File: config.mk
export PLATFORM = sky130hd
export DESIGN_NAME = spi_arb
export DESIGN_NICKNAME = d
export VERILOG_FILES = /design/src/rtl/spi_arb_pkg.sv /design/src/rtl/spi_arb_rr_pick.sv /design/src/rtl/spi_arb.sv
export SDC_FILE = /design/constraint.sdc
export NUM_CORES = 1
export LEC_CHECK = 0
export ABC_AREA = 0
export BUFFER_PORTS_ARGS = -buffer_cell sky130_fd_sc_hd__buf_2
export CAP_MARGIN = 25
export CORE_MARGIN = 5
export CORE_UTILIZATION = 55
export CTS_CLUSTER_SIZE = 25
export DETAILED_ROUTE_END_ITERATION = 7
export GPL_ROUTABILITY_DRIVEN = 1
export GPL_TIMING_DRIVEN = 1
export PLACE_DENSITY = 0.85
export SETUP_SLACK_MARGIN = 0.05
export SYNTH_ARGS = -nofsm -noshare
export SYNTH_HDL_FRONTEND = slang
export SYNTH_SLANG_ARGS = --single-unit
File: constraint.sdc
create_clock -name clk -period 6.25 [get_ports clk]
set_clock_uncertainty 0.15 [all_clocks]
set_input_delay 1.25 -clock clk [delete_from_list [all_inputs] [get_ports clk]]
set_output_delay 1.25 -clock clk [all_outputs]
set_load 0.02 [all_outputs]
File: src/rtl/spi_arb_pkg.sv
`default_nettype none
// ---------------------------------------------------------------------------
// spi_arb_pkg : state encoding and constants shared by the SPI arbiter
// Rev 1.0
// ---------------------------------------------------------------------------
package spi_arb_pkg;

   localparam int SPI_CMD_W = 16;
   localparam logic [SPI_CMD_W-1:0] TO_RSP = 16'hFFFF;

   typedef enum logic [1:0] {
      IDLE   = 2'd0,
      LAUNCH = 2'd1,
      BUSY   = 2'd2,
      GAP    = 2'd3
   } arb_state_t;

endpackage
`default_nettype wire

File: src/rtl/spi_arb_rr_pick.sv
`default_nettype none
// ---------------------------------------------------------------------------
// rr_pick : combinational round-robin priority encoder, search starts above i_rr_ptr
// Rev 1.0
// ---------------------------------------------------------------------------
module rr_pick #(
   parameter int NUM_REQ = 3,
   parameter int IDX_W   = 2
) (
   input  logic [NUM_REQ-1:0] i_pend,
   input  logic [IDX_W-1:0]   i_rr_ptr,
   output logic               o_any,
   output logic [IDX_W-1:0]   o_winner
);

   logic [IDX_W:0] w_sum;

   // Walk from the farthest candidate to the nearest so the nearest hit wins.
   always_comb begin
      o_any    = 1'b0;
      o_winner = '0;
      w_sum    = '0;
      for (int k = NUM_REQ; k >= 1; k--) begin
         w_sum = {1'b0, i_rr_ptr} + (IDX_W + 1)'(k);
         if (w_sum >= (IDX_W + 1)'(NUM_REQ)) begin
            w_sum = w_sum - (IDX_W + 1)'(NUM_REQ);
         end
         if (i_pend[w_sum[IDX_W-1:0]]) begin
            o_any    = 1'b1;
            o_winner = w_sum[IDX_W-1:0];
         end
      end
   end

endmodule
`default_nettype wire

File: src/rtl/spi_arb.sv
`default_nettype none
// ---------------------------------------------------------------------------
// spi_arb : shares one 16-bit SPI master among NUM_REQ requesters
// Rev 1.0
// ---------------------------------------------------------------------------
module spi_arb
   import spi_arb_pkg::*;
#(
   parameter int NUM_REQ = 3,
   parameter int GAP_CYC = 4,
   parameter int TO_CYC  = 1024
) (
   input  logic                           clk,
   input  logic                           rst,
   input  logic [NUM_REQ-1:0]             req,
   input  logic [SPI_CMD_W*NUM_REQ-1:0]   cmd_in,
   output logic [NUM_REQ-1:0]             req_done,
   output logic [SPI_CMD_W-1:0]           rsp_data,
   output logic                           busy,
   output logic                           err_to,
   output logic                           spi_wrt,
   output logic [SPI_CMD_W-1:0]           spi_cmd,
   input  logic                           spi_done,
   input  logic [SPI_CMD_W-1:0]           spi_rd_data
);

   localparam int IDX_W = (NUM_REQ > 1) ? $clog2(NUM_REQ) : 1;
   localparam int TO_W  = $clog2(TO_CYC);
   localparam int GAP_W = (GAP_CYC > 0) ? $clog2(GAP_CYC + 1) : 1;
   localparam logic [TO_W-1:0]  WD_MAX   = TO_W'(TO_CYC - 1);
   localparam logic [GAP_W-1:0] GAP_LAST = GAP_W'(GAP_CYC);

   arb_state_t r_state, w_state_nxt;

   logic [NUM_REQ-1:0]   r_pend;
   logic [SPI_CMD_W-1:0] r_cmd_q [NUM_REQ];
   logic [IDX_W-1:0]     r_rr_ptr;
   logic [IDX_W-1:0]     r_winner;
   logic [SPI_CMD_W-1:0] r_spi_cmd;
   logic [SPI_CMD_W-1:0] r_rsp_data;
   logic [NUM_REQ-1:0]   r_req_done;
   logic                 r_err_to;
   logic [TO_W-1:0]      r_wd_cnt;
   logic [GAP_W-1:0]     r_gap_cnt;

   logic                 w_any;
   logic [IDX_W-1:0]     w_winner;
   logic                 w_grant;
   logic                 w_fin_ok;
   logic                 w_fin_to;
   logic                 w_fin;
   logic [NUM_REQ-1:0]   w_win_oh;

   rr_pick #(
      .NUM_REQ (NUM_REQ),
      .IDX_W   (IDX_W)
   ) u_rr_pick (
      .i_pend   (r_pend),
      .i_rr_ptr (r_rr_ptr),
      .o_any    (w_any),
      .o_winner (w_winner)
   );

   assign w_fin    = w_fin_ok | w_fin_to;
   assign w_win_oh = NUM_REQ'(1) << r_winner;

   always_ff @(posedge clk) begin
      if (rst) begin
         r_state <= IDLE;
      end else begin
         r_state <= w_state_nxt;
      end
   end

   // spi_done takes priority over a watchdog expiry landing on the same cycle.
   always_comb begin
      w_state_nxt = r_state;
      w_grant     = 1'b0;
      w_fin_ok    = 1'b0;
      w_fin_to    = 1'b0;
      case (r_state)
         IDLE: begin
            if (w_any) begin
               w_grant     = 1'b1;
               w_state_nxt = LAUNCH;
            end
         end
         LAUNCH: w_state_nxt = BUSY;
         BUSY: begin
            if (spi_done) begin
               w_fin_ok    = 1'b1;
               w_state_nxt = (GAP_CYC > 0) ? GAP : IDLE;
            end else if (r_wd_cnt == WD_MAX) begin
               w_fin_to    = 1'b1;
               w_state_nxt = GAP;
            end
         end
         GAP: begin
            if (r_gap_cnt == GAP_LAST) begin
               w_state_nxt = IDLE;
            end
         end
         default: w_state_nxt = IDLE;
      endcase
   end

   always_ff @(posedge clk) begin
      if (rst) begin
         r_pend     <= '0;
         r_rr_ptr   <= IDX_W'(NUM_REQ - 1);
         r_winner   <= '0;
         r_spi_cmd  <= '0;
         r_rsp_data <= '0;
         r_req_done <= '0;
         r_err_to   <= 1'b0;
         r_wd_cnt   <= '0;
         r_gap_cnt  <= '0;
         for (int i = 0; i < NUM_REQ; i++) begin
            r_cmd_q[i] <= '0;
         end
      end else begin
         r_req_done <= '0;
         // A request already pending is dropped; completion frees the slot for re-arm.
         r_pend <= (r_pend & ~(w_fin ? w_win_oh : '0)) | (req & ~r_pend);
         for (int i = 0; i < NUM_REQ; i++) begin
            if (req[i] && !r_pend[i]) begin
               r_cmd_q[i] <= cmd_in[i*SPI_CMD_W +: SPI_CMD_W];
            end
         end

         if (w_grant) begin
            r_winner  <= w_winner;
            r_rr_ptr  <= w_winner;
            r_spi_cmd <= r_cmd_q[w_winner];
         end

         if (r_state == LAUNCH) begin
            r_wd_cnt <= '0;
         end else if (r_state == BUSY && r_wd_cnt != WD_MAX) begin
            r_wd_cnt <= r_wd_cnt + TO_W'(1);
         end

         if (w_fin_ok) begin
            r_rsp_data <= spi_rd_data;
         end
         if (w_fin_to) begin
            r_rsp_data <= TO_RSP;
            r_err_to   <= 1'b1;
         end

         if (w_fin) begin
            r_req_done <= w_win_oh;
            r_gap_cnt  <= '0;
         end else if (r_state == GAP && r_gap_cnt != GAP_LAST) begin
            r_gap_cnt <= r_gap_cnt + GAP_W'(1);
         end
      end
   end

   assign req_done = r_req_done;
   assign rsp_data = r_rsp_data;
   assign busy     = (r_state != IDLE);
   assign err_to   = r_err_to;
   assign spi_wrt  = (r_state == LAUNCH);
   assign spi_cmd  = r_spi_cmd;

endmodule
`default_nettype wire

# ---- Yosys cells after proc, flatten, opt, wreduce, memory -nomap -nowiden
# Memories as Yosys holds them, arrays and structs flattened. A register that Yosys moved wholly into a read port is not among the register bits.
# Index checks and enable logic that the tools add are counted.
dict set report word_totals {
  word_cells 102
  mem_count 1
  out_inout_bits 38
  in_bits 70
  ram_bits 48
  ff_bits 42
}
dict set report op_classes {
  n_bitwise 9
  add_sub_neg 8
  shift 1
  n_reduce_logical 14
  mux 44
  eq_ne 10
  magnitude_cmp 6
}
# memory depth width rd rd_clocked_by_memory_dff write_ports line
set mem_list {}
lappend mem_list {r_cmd_q 3 16 1 1 3 spi_arb.sv:36} ;# logic [SPI_CMD_W-1:0] r_cmd_q [NUM_REQ];
# op n
set op_table {}
lappend op_table {{two-way mux 16 bit} 5}
lappend op_table {{two-way mux 1 bit} 24}
lappend op_table {{two-way mux 2 bit} 10}
lappend op_table {{adder 10 x 1 -> 10 bit, second input constant} 1}
lappend op_table {{equality test 10 bit, second input constant} 1}
lappend op_table {{!= test 10 bit, second input constant} 1}
lappend op_table {{>= comparator 3 x 2 -> 1 bit, second input constant} 3}
lappend op_table {{less-than comparator 2 x 3 -> 1 bit, second input constant} 3}
lappend op_table {{case mux 2 bit (4 select lines)} 1}
lappend op_table {{adder 2 x 2 -> 3 bit, second input constant} 2}
lappend op_table {{bitwise AND 3 bit} 2}
lappend op_table {{binary-select mux 1 bit (select 2 bit)} 3}
lappend op_table {{!= test 3 bit, second input constant} 2}
lappend op_table {{NOT 3 bit} 2}
lappend op_table {{subtractor 2 bit, second input constant} 3}
lappend op_table {{logical AND 1 bit} 5}
lappend op_table {{equality test 2 bit, second input constant} 2}
lappend op_table {{OR 1 bit} 4}
lappend op_table {{nonzero test 2 bit} 2}
lappend op_table {{OR reduction 2 bit} 2}
lappend op_table {{adder 2 x 1 -> 3 bit, second input constant} 1}
lappend op_table {{adder 3 x 1 -> 3 bit, second input constant} 1}
lappend op_table {{equality test 3 bit, second input constant} 1}
lappend op_table {{logical NOT 1 bit} 3}
lappend op_table {{other kinds (8)} 8}

# ---- Longest topological paths before layout
# Gate-level depths: netlist of the first run.
dict set report logic_depth {
  ltp_word 10
  mapped_depth 11
  mapped_depth_nobuf 7
}

# ---- Hierarchy
# From an unflattened synthesis of the first run, not the netlist that was laid out.
dict set report unflattened {
  hier_cells 453
  hier_area_um2 4626.9
}
# module cells_per_inst seq_area_each_um2 area_each_um2 n_inst
set by_module_without_submodules {}
lappend by_module_without_submodules {spi_arb 431 2582.5 4473.0 1}
lappend by_module_without_submodules {rr_pick 22 0.0 153.9 1}

# ---- Worst setup path before layout of the first run
# No wires, ideal clock.
dict set report synth_timing {
  path_type {reg2reg}
  startpoint {reg r_rr_ptr[0]}
  endpoint {reg r_spi_cmd[0] (netlist: spi_cmd[0]), read port of r_cmd_q}
  setup_time_ns 0.122
  t_required_ns 5.978
  t_arrival_ns 2.472
  path_buffers 3
  slack_ns 3.506
  period_less_slack_ns 2.744
  path_stages_with_launch 11
  cell_sequence {dfxtp_1 buf_2 inv_1 ha_1 buf_4 inv_2 o21ai_1 nor3b_4 buf_4 mux2_2 a221o_1}
}
dict set report synth_via {
  elab_chain_len 10
  word_cells_on_any_way 26
  cone_classes {6 x add/sub; 3 x order compare; 17 x mux}
}
# item line
set synth_lines {}
lappend synth_lines {{start, declared} spi_arb.sv:37} ;# logic [IDX_W-1:0] r_rr_ptr;
lappend synth_lines {{start signal, assigned} spi_arb.sv:110} ;# r_rr_ptr <= IDX_W'(NUM_REQ - 1);
lappend synth_lines {{start signal, assigned} spi_arb.sv:133} ;# r_rr_ptr <= w_winner;
lappend synth_lines {{adder 2 x 2 -> 3 bit} spi_arb_rr_pick.sv:24} ;# w_sum = {1'b0, i_rr_ptr} + (IDX_W + 1)'(k);
lappend synth_lines {{>= comparator 3 x 2 -> 1 bit / subtractor 2 bit (equally long branches)} {spi_arb_rr_pick.sv:25, spi_arb_rr_pick.sv:26}}
lappend synth_lines {{two-way mux 2 bit} spi_arb_rr_pick.sv:25} ;# if (w_sum >= (IDX_W + 1)'(NUM_REQ)) begin
lappend synth_lines {{binary-select mux 1 bit (select 2 bit)} spi_arb_rr_pick.sv:28} ;# if (i_pend[w_sum[IDX_W-1:0]]) begin
lappend synth_lines {{two-way mux 1 bit (implied by the code)} spi_arb_rr_pick.sv:28}
lappend synth_lines {{two-way mux 1 bit (3 in a row)} spi_arb_rr_pick.sv:28}
lappend synth_lines {{two-way mux 1 bit} spi_arb.sv:83} ;# if (w_any) begin
lappend synth_lines {{two-way mux 1 bit} spi_arb.sv:81} ;# case (r_state)
lappend synth_lines {{end, declared} spi_arb.sv:39} ;# logic [SPI_CMD_W-1:0] r_spi_cmd;
# Parallel ways exist; a longest one is shown, timed or not. The select of a mux whose other input is x is not followed.
# A chain may end at the register's enable or synchronous reset.

# ---- Worst setup path in the final report of the first run
dict set report layout_timing {
  startpoint {reg r_rr_ptr[0]}
  endpoint {reg r_spi_cmd[8] (netlist: spi_cmd[8]), read port of r_cmd_q}
}
# Same word-level chain as after synthesis.

==> out/metrics.cfg, run 1 <==
[clock_network]
numClockSinks=105
postCtsSetupRepairBufs=0
cts-buffers-inserted=9
cts_hold_buffers=0
cts-root-buf=clkbuf_8
cts_max_level=3
clockBufferDepth=2
cts_tree=yes
cts_resized=0
path_clk_slew_ns=0.10
clock_latency_ns=0.37

[global_route]
grt_max_degree=49
grt_usage_pct=19.61
grt_pass1_wl_um=15950
overflow=0
grt_pass1_vias=3446
antenna_found_initial=0

[pwr]
ir_worst_vdd_v=0.0001682
p_leak_nw=2.296
p_total_mw=1.884
p_per_area_nw_per_um2=352.0

[setup_path]
startpoint_type=flip-flop
crit_fanout=17
crit_slowest_cell=nor3b_4
path_class=reg2reg
cp.arrival_ns=3.51
max_stage_delay_ns=0.78
critPathCaptureType=flip-flop
crit_chain=inv_1 -> ha_1 -> inv_2 -> o21ai_1 -> nor3b_4 -> mux2_2 -> a221o_1
cp.required_ns=6.36

[timing]
rsz0062_at_grt=no
max_freq_ghz=0.2935
finalHoldViolations=0
slew_violations=0
post-route-min-period_ns=3.408
tightest_slew_ns=0.9016
slew_headroom_pct=39.83
setup_viol=0
tns_ns=0
layout_worst_path_cycle_share_pct=54.52

[flow_run]
maxCapViolCount=0

[route]
wl_per_cell_um=15.25
post_drt_via_cell_ratio=5.273
wirelength_um=9622
num_vias=3327
dr.pass1.iters=5
drc=0
drt_iter0_markers=206
postRouteAntennaNets=0

[placement]
place_congestion=0.8671
dp_hpwl_um=6931
port_buffers=107
postPlaceCellArea_um2=5156

[synthesis]
synth_top_area_cell=edfxtp_1
ys_seq_elements=105
synthesis.area_um2=4596
synth_top_cell_area_share_pct=31.36
synthTopCellsByArea=edfxtp_1 (31%), dfxtp_1 (25%), and2_1 (6.5%)
ys_warn_count=0
synth-seq-area-share_pct=56.19
synth-async-reset-ratio_pct=0
synthFlopType=dfxtp_1
syn_nets=504
synth_cells=424
synth.avg_cell_area_um2=10.84
yosysUniqueCellTypes=52
synth_enable_flop_cells=48

[cells_and_area]
final_area_um2=5351
final_cell_mix=buf_2 (107), nor2_1 (67), dfxtp_1 (57), and2_1 (48), edfxtp_1 (48)
layout.nets=601
layout_commonest_cell=buf_2
drive_gt1_share_pct=29.28
post-route-util_pct=65.46
syn_to_final_growth_pct=16.44
num_antenna_cells=0
fillers=627

[floorplanning]
start_util_pct=56.21
rows=33
chipWidth_um=101.4
core_um2=8175
fp.dieH_um=101.4
io_pins=108
dieArea_um2=10280

[status]
status=completed

[min_path]
min_path_type=reg2reg

## critical path: cells and delay by family (launching register included)
family	cells	cell delay (ns)
adder cells (fa/ha/maj)	1	0.58
multiplexers	1	0.43
buffers and inverters	2	0.32
AND/OR/NAND/NOR	1	0.78
flip-flops	1	0.54
AO/OA/AOI/OAI	2	0.50
## area by class of cell
| cell class | instances | area (µm²) | share of cell area (%) |
|---|---|---|---|
| sequential | 105 | 2582 | 48.26 |
| multi-input combinational | 270 | 1790 | 33.46 |
| timing repair buffer | 109 | 554.3 | 10.36 |
| tap | 105 | 131.4 | 2.455 |
| clock buffer | 9 | 123.9 | 2.315 |
| inverter | 26 | 97.59 | 1.824 |
| clock inverter | 7 | 71.32 | 1.333 |
## path summary, 6_finish.rpt
| kind | slack, ns | depth (start not counted) | startpoint | to |
|---|---|---|---|---|
| worst min register to register | 0.33 | 2 | err_to | err_to |
| worst min-delay path | 0.33 | 2 | err_to | err_to |
| worst max register to register | 2.84 | 7 | r_rr_ptr[0] | spi_cmd[8] |
| worst max-delay path | 2.84 | 7 | r_rr_ptr[0] | spi_cmd[8] |
## synth_stat cells (2+ instances only)
master    number
nand2b_1      13
nor4_1         4
and2_1        48
a21boi_1       2
edfxtp_1      48
dfxtp_1       57
xor2_1         2
a221o_1       16
nor2_1        67
a31oi_1        2
nand2_1        7
inv_1         25
mux2_2        15
ha_1          10
a221oi_1       2
buf_4          4
nor3b_1        2
buf_2          5
nand4_1        2
nand3_1        6
clkbuf_1      12
a311oi_1       2
mux2i_1        4
nor3_1        25
a21oi_1        8
o21ai_0        3
o21a_1         3
xnor2_1        6
## routing by layer
metal	routed length, µm	GRT usage (%)	vias to the layer above	share of wire [%]
met5	0	0	-	0
met4	97	6.953	0	1.0
met3	663	4.408	12	6.9
met2	4957	33.85	113	52
met1	3902	24.15	1541	41
li1	-	-	1661	-
## sequential cells by signal, indices dropped and copies added, names as in the netlist, 2 cells and up
name and cells:
r_wd_cnt 10, spi_cmd 16, r_pend 3, rsp_data 16, r_cmd_q 48, r_state 2
req_done 3, r_gap_cnt 3, r_rr_ptr 2
## per-stage QoR
step / hold WS (ns) / cells / worst slack (ns)
CTS: 0.3304 / 631 / 2.833
global placement: 0.3003 / 614 / 3.020
finish: 0.3273 / 631 / 2.842
floorplan: 0.3182 / 424 / 3.506
detailed placement: 0.3060 / 615 / 2.861
global route: 0.3692 / 631 / 2.663
## cells by family (layout without fill, tap and decap cells)
group,count (synthesis),count (layout),share of synthesized area [%]
buf+inv,49,151,4.982
flops,105,105,56.19
mux,21,21,5.118
simple gates,181,181,20.50
fa+ha+maj,10,10,2.723
compound gates,50,50,8.957
xor+xnor,8,8,1.525
## power by group
part           total, mW  switching, mW  internal [mW]  leakage (nW)
combinational      0.597          0.357          0.240          1.22
sequential         0.884         0.0619          0.822         0.977
clock              0.403          0.247          0.157        0.0995
Note: power is estimated with default switching activity, not from simulation.
==> run 2, diff against run 1 <==
--- a/config.mk
+++ b/config.mk
@@ -9,12 +9,12 @@
 export BUFFER_PORTS_ARGS = -buffer_cell sky130_fd_sc_hd__buf_2
 export CAP_MARGIN = 25
 export CORE_MARGIN = 5
-export CORE_UTILIZATION = 55
+export CORE_UTILIZATION = 54
 export CTS_CLUSTER_SIZE = 25
 export DETAILED_ROUTE_END_ITERATION = 7
 export GPL_ROUTABILITY_DRIVEN = 1
 export GPL_TIMING_DRIVEN = 1
-export PLACE_DENSITY = 0.85
+export PLACE_DENSITY = 0.84
 export SETUP_SLACK_MARGIN = 0.05
 export SYNTH_ARGS = -nofsm -noshare
 export SYNTH_HDL_FRONTEND = slang
==> constraint.sdc (replaced) <==
create_clock -name clk -period 3.54 [get_ports clk]
set_clock_uncertainty 0.15 [all_clocks]
set_input_delay 0.708 -clock clk [delete_from_list [all_inputs] [get_ports clk]]
set_output_delay 0.708 -clock clk [all_outputs]
set_load 0.02 [all_outputs]
==> run 2 against run 1 <==
- maximum frequency up 13%
- critical path depth rose by 1
- final cell count increased by 0.48%
- utilization shrank 0.53 points
- die area up 1.7%
- highest routed layer unchanged
==> out/metrics.cfg, run 2 (synthesis gave the netlist of run 1 again) <==
[status]
status=completed

[cells_and_area]
largest_reg_flops=48  ; unchanged
layout_commonest_cell=buf_2
num_antenna_cells=0  ; unchanged
final_cell_mix=buf_2 (107), nor2_1 (67), dfxtp_1 (57), and2_1 (48), edfxtp_1 (48)
seq_area_um2=2582  ; unchanged
syn_to_final_growth_pct=16.66
layout.nets=604  ; +0.50%
drive_gt1_share_pct=29.49  ; +0.21 points
fillers=650  ; +3.7%
regMostFlops=r_cmd_q
post-route-util_pct=64.92  ; -0.53 points
multi_input_area_um2=1790  ; unchanged

[floorplanning]
chipWidth_um=102.3  ; +0.83%
core_um2=8258  ; +1.0%
fp.dieH_um=102.3  ; +0.83%
rows=33  ; unchanged
start_util_pct=55.65  ; -0.56 points
dieArea_um2=10460  ; +1.7%
io_pins=108  ; unchanged

[clock_network]
cts_hold_buffers=0  ; unchanged
cts-root-buf=clkbuf_8
postCtsSetupRepairBufs=0  ; unchanged
cts_max_level=3  ; unchanged
cts_resized=0  ; unchanged
cts_tree=yes
path_clk_slew_ns=0.10  ; about the same
clockBufferDepth=2  ; unchanged
numClockSinks=105  ; unchanged
cts-buffers-inserted=9  ; unchanged
clock_latency_ns=0.37  ; about the same

[setup_path]
cp.required_ns=3.63  ; -2.73 ns
crit_slowest_cell=ha_1
crit_chain=inv_1 -> ha_1 -> inv_2 -> o21ai_1 -> nor3b_4 -> buf_4 -> mux2_2 -> a221o_1
path_class=reg2reg
startpoint_type=flip-flop
max_stage_delay_ns=0.60  ; -0.18 ns
critPathCaptureType=flip-flop
cp.arrival_ns=3.11  ; -0.40 ns
r2r_slack_ns=0.53  ; -2.31 ns
crit_fanout=17  ; unchanged

[route]
drt_iter0_markers=169  ; -18%
num_vias=3411  ; +2.5%
wl_per_cell_um=15.51  ; +1.7%
postRouteAntennaNets=0  ; unchanged
drc=0  ; unchanged
wirelength_um=9836  ; +2.2%
post_drt_via_cell_ratio=5.380  ; +2.0%
dr.pass1.iters=4  ; -1

[pwr]
p_per_area_nw_per_um2=616.6  ; +75%
p_leak_nw=2.294  ; about the same
ir_worst_vdd_v=0.0002525  ; +50%

[timing]
tightest_slew_ns=0.8536  ; -0.04800 ns
slew_headroom_pct=42.92  ; +3.1 points
finalHoldViolations=0  ; unchanged
tns_ns=0  ; unchanged
post-route-min-period_ns=3.012  ; -0.3961 ns
layout_worst_path_cycle_share_pct=85.07  ; +31 points
max_freq_ghz=0.3320  ; +13%
setup_viol=0  ; unchanged
rsz0062_at_grt=no
slew_violations=0  ; unchanged

[global_route]
antenna_found_initial=0  ; unchanged
grt_pass1_wl_um=15770  ; -1.1%
grt_max_degree=39  ; -20%
grt_pass1_vias=3417  ; -0.84%
grt_usage_pct=19.38  ; -0.23 points
overflow=0  ; unchanged

[flow_run]
maxCapViolCount=0  ; unchanged

[placement]
dp_hpwl_um=7284  ; +5.1%
port_buffers=107  ; unchanged
place_congestion=0.8492  ; -2.1%

[min_path]
min_path_type=reg2reg

## run 2: cell types whose count changed in the layout (fill, tap and decap cells not counted)
cell	delta
buf_6	-1
buf_4	+4
clkinvlp_4	+3
clkinv_1	+1
inv_6	-2
clkinv_4	-2
## run 2: area by class of cell
type | count | share of cell area (%)
Sequential cell | 105 | 48.17
Inverter | 26 | 1.820
Clock inverter | 7 | 1.167
Clock buffer | 9 | 2.310
Timing Repair Buffer | 112 | 10.69
Tap cell | 105 | 2.450
Multi-Input combinational cell | 270 | 33.40
## run 2: power breakdown
part / total (mW) / internal (mW) / leakage [nW] / switching (mW)
Sequential: 1.56 / 1.45 / 0.977 / 0.113
Combinational: 1.05 / 0.427 / 1.23 / 0.624
Clock: 0.692 / 0.266 / 0.0842 / 0.425
Total: 3.31 / 2.14 / 2.29 / 1.16
## run 2: final timing paths
check | depth (start not counted) | from | endpoint
worst min register to register | 1 | spi_cmd[4] | spi_cmd[4]
worst min-delay path | 1 | spi_cmd[4] | spi_cmd[4]
worst max register to register | 8 | r_rr_ptr[0] | spi_cmd[3]
worst max-delay path | 8 | r_rr_ptr[0] | spi_cmd[3]
## run 2: routing by layer
metal | track usage (%) | part of all wire, % | up-vias
met4 | 6.963 | 2.0 | 0
met3 | 5.256 | 5.4 | 15
met1 | 22.89 | 39 | 1641
li1 | - | - | 1666
met5 | 0 | 0 | -
met2 | 33.88 | 53 | 89
## run 2: critical path, delay by kind of cell (launching register included)
| kind | cells | cell delay [ns] |
|---|---|---|
| AOI/OAI and AO/OA | 2 | 0.47 |
| adders and majority gates | 1 | 0.60 |
| buffers and inverters | 3 | 0.59 |
| DFF | 1 | 0.54 |
| muxes | 1 | 0.36 |
| and+or+nand+nor | 1 | 0.18 |
## run 2: stage by stage
step	setup WS, ns	cell area [µm²]	cells	power, mW	hold WS, ns
global route	0.2909	5361	634	3.484	0.3573
detailed placement	0.5680	5167	617	2.635	0.3246
floorplan	0.7958	4596	424	2.390	0.3182
finish	0.5283	5361	634	3.306	0.3365
global placement	0.6818	5167	617	2.591	0.2981
CTS	0.5338	5354	633	3.320	0.3458
==> run 3, diff against run 2 <==
--- a/config.mk
+++ b/config.mk
@@ -9,12 +9,13 @@
 export BUFFER_PORTS_ARGS = -buffer_cell sky130_fd_sc_hd__buf_2
 export CAP_MARGIN = 25
 export CORE_MARGIN = 5
-export CORE_UTILIZATION = 54
+export CORE_UTILIZATION = 55
+export CTS_BUF_LIST = sky130_fd_sc_hd__clkbuf_2
 export CTS_CLUSTER_SIZE = 25
 export DETAILED_ROUTE_END_ITERATION = 7
 export GPL_ROUTABILITY_DRIVEN = 1
 export GPL_TIMING_DRIVEN = 1
-export PLACE_DENSITY = 0.84
+export PLACE_DENSITY = 0.85
 export SETUP_SLACK_MARGIN = 0.05
 export SYNTH_ARGS = -nofsm -noshare
 export SYNTH_HDL_FRONTEND = slang
==> run 3 against run 2 <==
- hold slack got worse by 0.13 ns
- die area decreased by 1.6%
- sequential share of layout area increased by 0.83 points
- count of clock-buffer cells in the layout unchanged
- first-iteration DRC count increased by 1.2%
- flip-flop and latch count unchanged
- combinational power about the same
- sequential power about the same
==> out/metrics.cfg, run 3 (synthesis gave the netlist of run 1 again) <==
[placement]
port_buffers=107  ; unchanged
place_congestion=0.8438  ; -0.64%
dp_hpwl_um=6984  ; -4.1%
dp_slack_ns=0.5419  ; -0.02615 ns

[cells_and_area]
regMostFlops=r_cmd_q
layout.nets=602  ; -0.33%
num_antenna_cells=0  ; unchanged
drive_gt1_share_pct=29.41  ; -0.078 points
post-route-util_pct=64.46  ; -0.46 points
largest_reg_flops=48  ; unchanged
final_cell_mix=buf_2 (107), nor2_1 (67), dfxtp_1 (57), and2_1 (48), edfxtp_1 (48)
layout_commonest_cell=buf_2
syn_to_final_growth_pct=14.67

[route]
postRouteAntennaNets=0  ; unchanged
wl_per_cell_um=15.17  ; -2.2%
drt_iter0_markers=171  ; +1.2%
drc=0  ; unchanged
post_drt_via_cell_ratio=5.271  ; -2.0%
wirelength_um=9589  ; -2.5%
num_vias=3331  ; -2.3%
dr.pass1.iters=4  ; unchanged

[floorplanning]
rows=33  ; unchanged
start_util_pct=56.21  ; +0.56 points
io_pins=108  ; unchanged
dieArea_um2=10280  ; -1.6%
core_um2=8175  ; -1.0%
chipWidth_um=101.4  ; -0.82%
fp.dieH_um=101.4  ; -0.82%

[timing]
rsz0062_at_grt=no
finalHoldViolations=0  ; unchanged
post-route-min-period_ns=3.026  ; +0.01416 ns
worst_hold_slack_ns=0.2026  ; -0.1338 ns
tightest_slew_ns=0.8757  ; +0.02218 ns
max_freq_ghz=0.3305  ; -0.47%
layout_worst_path_cycle_share_pct=85.47  ; +0.40 points
final.setup.worst_slack_ns=0.5142  ; -0.01416 ns
tns_ns=0  ; unchanged
setup_viol=0  ; unchanged
slew_headroom_pct=41.62  ; -1.3 points
slew_violations=0  ; unchanged

[global_route]
antenna_found_initial=0  ; unchanged
grt_pass1_vias=3442  ; +0.73%
grt_pass1_wl_um=15750  ; about the same
overflow=0  ; unchanged
grt_max_degree=49  ; +26%
grt_usage_pct=19.49  ; +0.11 points

[clock_network]
numClockSinks=105  ; unchanged
cts_hold_buffers=0  ; unchanged
cts-buffers-inserted=9  ; unchanged
postCtsSetupRepairBufs=0  ; unchanged
cts-root-buf=clkbuf_2
cts_tree=yes
clockBufferDepth=2  ; unchanged
path_clk_slew_ns=0.30  ; +0.20 ns
clock_latency_ns=0.57  ; +0.20 ns
cts_resized=0  ; unchanged
cts_max_level=3  ; unchanged

[setup_path]
critPathCaptureType=flip-flop
worst-path-buf-inv=3  ; unchanged
cp.arrival_ns=3.34  ; +0.23 ns
cp.required_ns=3.86  ; +0.23 ns
path_class=reg2reg
crit_slowest_cell=dfxtp_1
startpoint_type=flip-flop
cp_top_family=flip-flops
crit_chain=inv_1 -> ha_1 -> inv_2 -> o21ai_1 -> nor3b_4 -> buf_4 -> mux2_1 -> a221o_1
crit_fanout=17  ; unchanged
max_stage_delay_ns=0.59  ; about the same

[min_path]
min_path_type=in2reg

[pwr]
p_leak_nw=2.262  ; -1.4%
ir_worst_vdd_v=0.0002641  ; +4.6%
p_total_mw=3.131  ; -5.3%
p_per_area_nw_per_um2=594.2  ; -3.6%

[status]
status=completed

[flow_run]
maxCapViolCount=0  ; unchanged

==> run 3: metal layers <==
metal | GRT usage [%] | routed length (µm)
met3 | 3.994 | 466
met5 | 0 | 0
met2 | 33.70 | 4896
met1 | 24.10 | 4059
met4 | 7.157 | 167
==> run 3: layout make-up <==
class / instances / area (µm²)
clock buffers: 9 / 45.04
repair buffers: 110 / 561.8
multi-input cells: 270 / 1790
clock inverters: 7 / 61.31
inverters: 26 / 97.59
fillers: 652 / 2905
well taps: 105 / 131.4
flip-flops and latches: 105 / 2582
==> run 3: path summary, 6_finish.rpt <==
check,start,endpoint,slack [ns],cells after the start
min,spi_rd_data[9],rsp_data[9],0.20,3
max,r_rr_ptr[0],spi_cmd[12],0.51,8
min reg2reg,rsp_data[1],rsp_data[1],0.36,2
max reg2reg,r_rr_ptr[0],spi_cmd[12],0.51,8
==> run 3: through the flow <==
| step | cell area, µm² | cells |
|---|---|---|
| after global routing | 5270 | 632 |
| after CTS | 5259 | 631 |
| final | 5270 | 632 |
| after global placement | 5152 | 615 |
| after detailed placement | 5152 | 615 |
| after floorplan | 4596 | 424 |
==> run 3: power by group <==
group | switching (mW) | total, mW | internal (mW)
Sequential | 0.110 | 1.56 | 1.45
Clock | 0.409 | 0.515 | 0.106
Combinational | 0.627 | 1.05 | 0.427
Total | 1.15 | 3.13 | 1.98
==> run 3: tightest hold or removal path: cells and delay by family <==
family	cells	cell delay (ns)
buffers and inverters	1	0.10
AND/OR/NAND/NOR	2	0.13
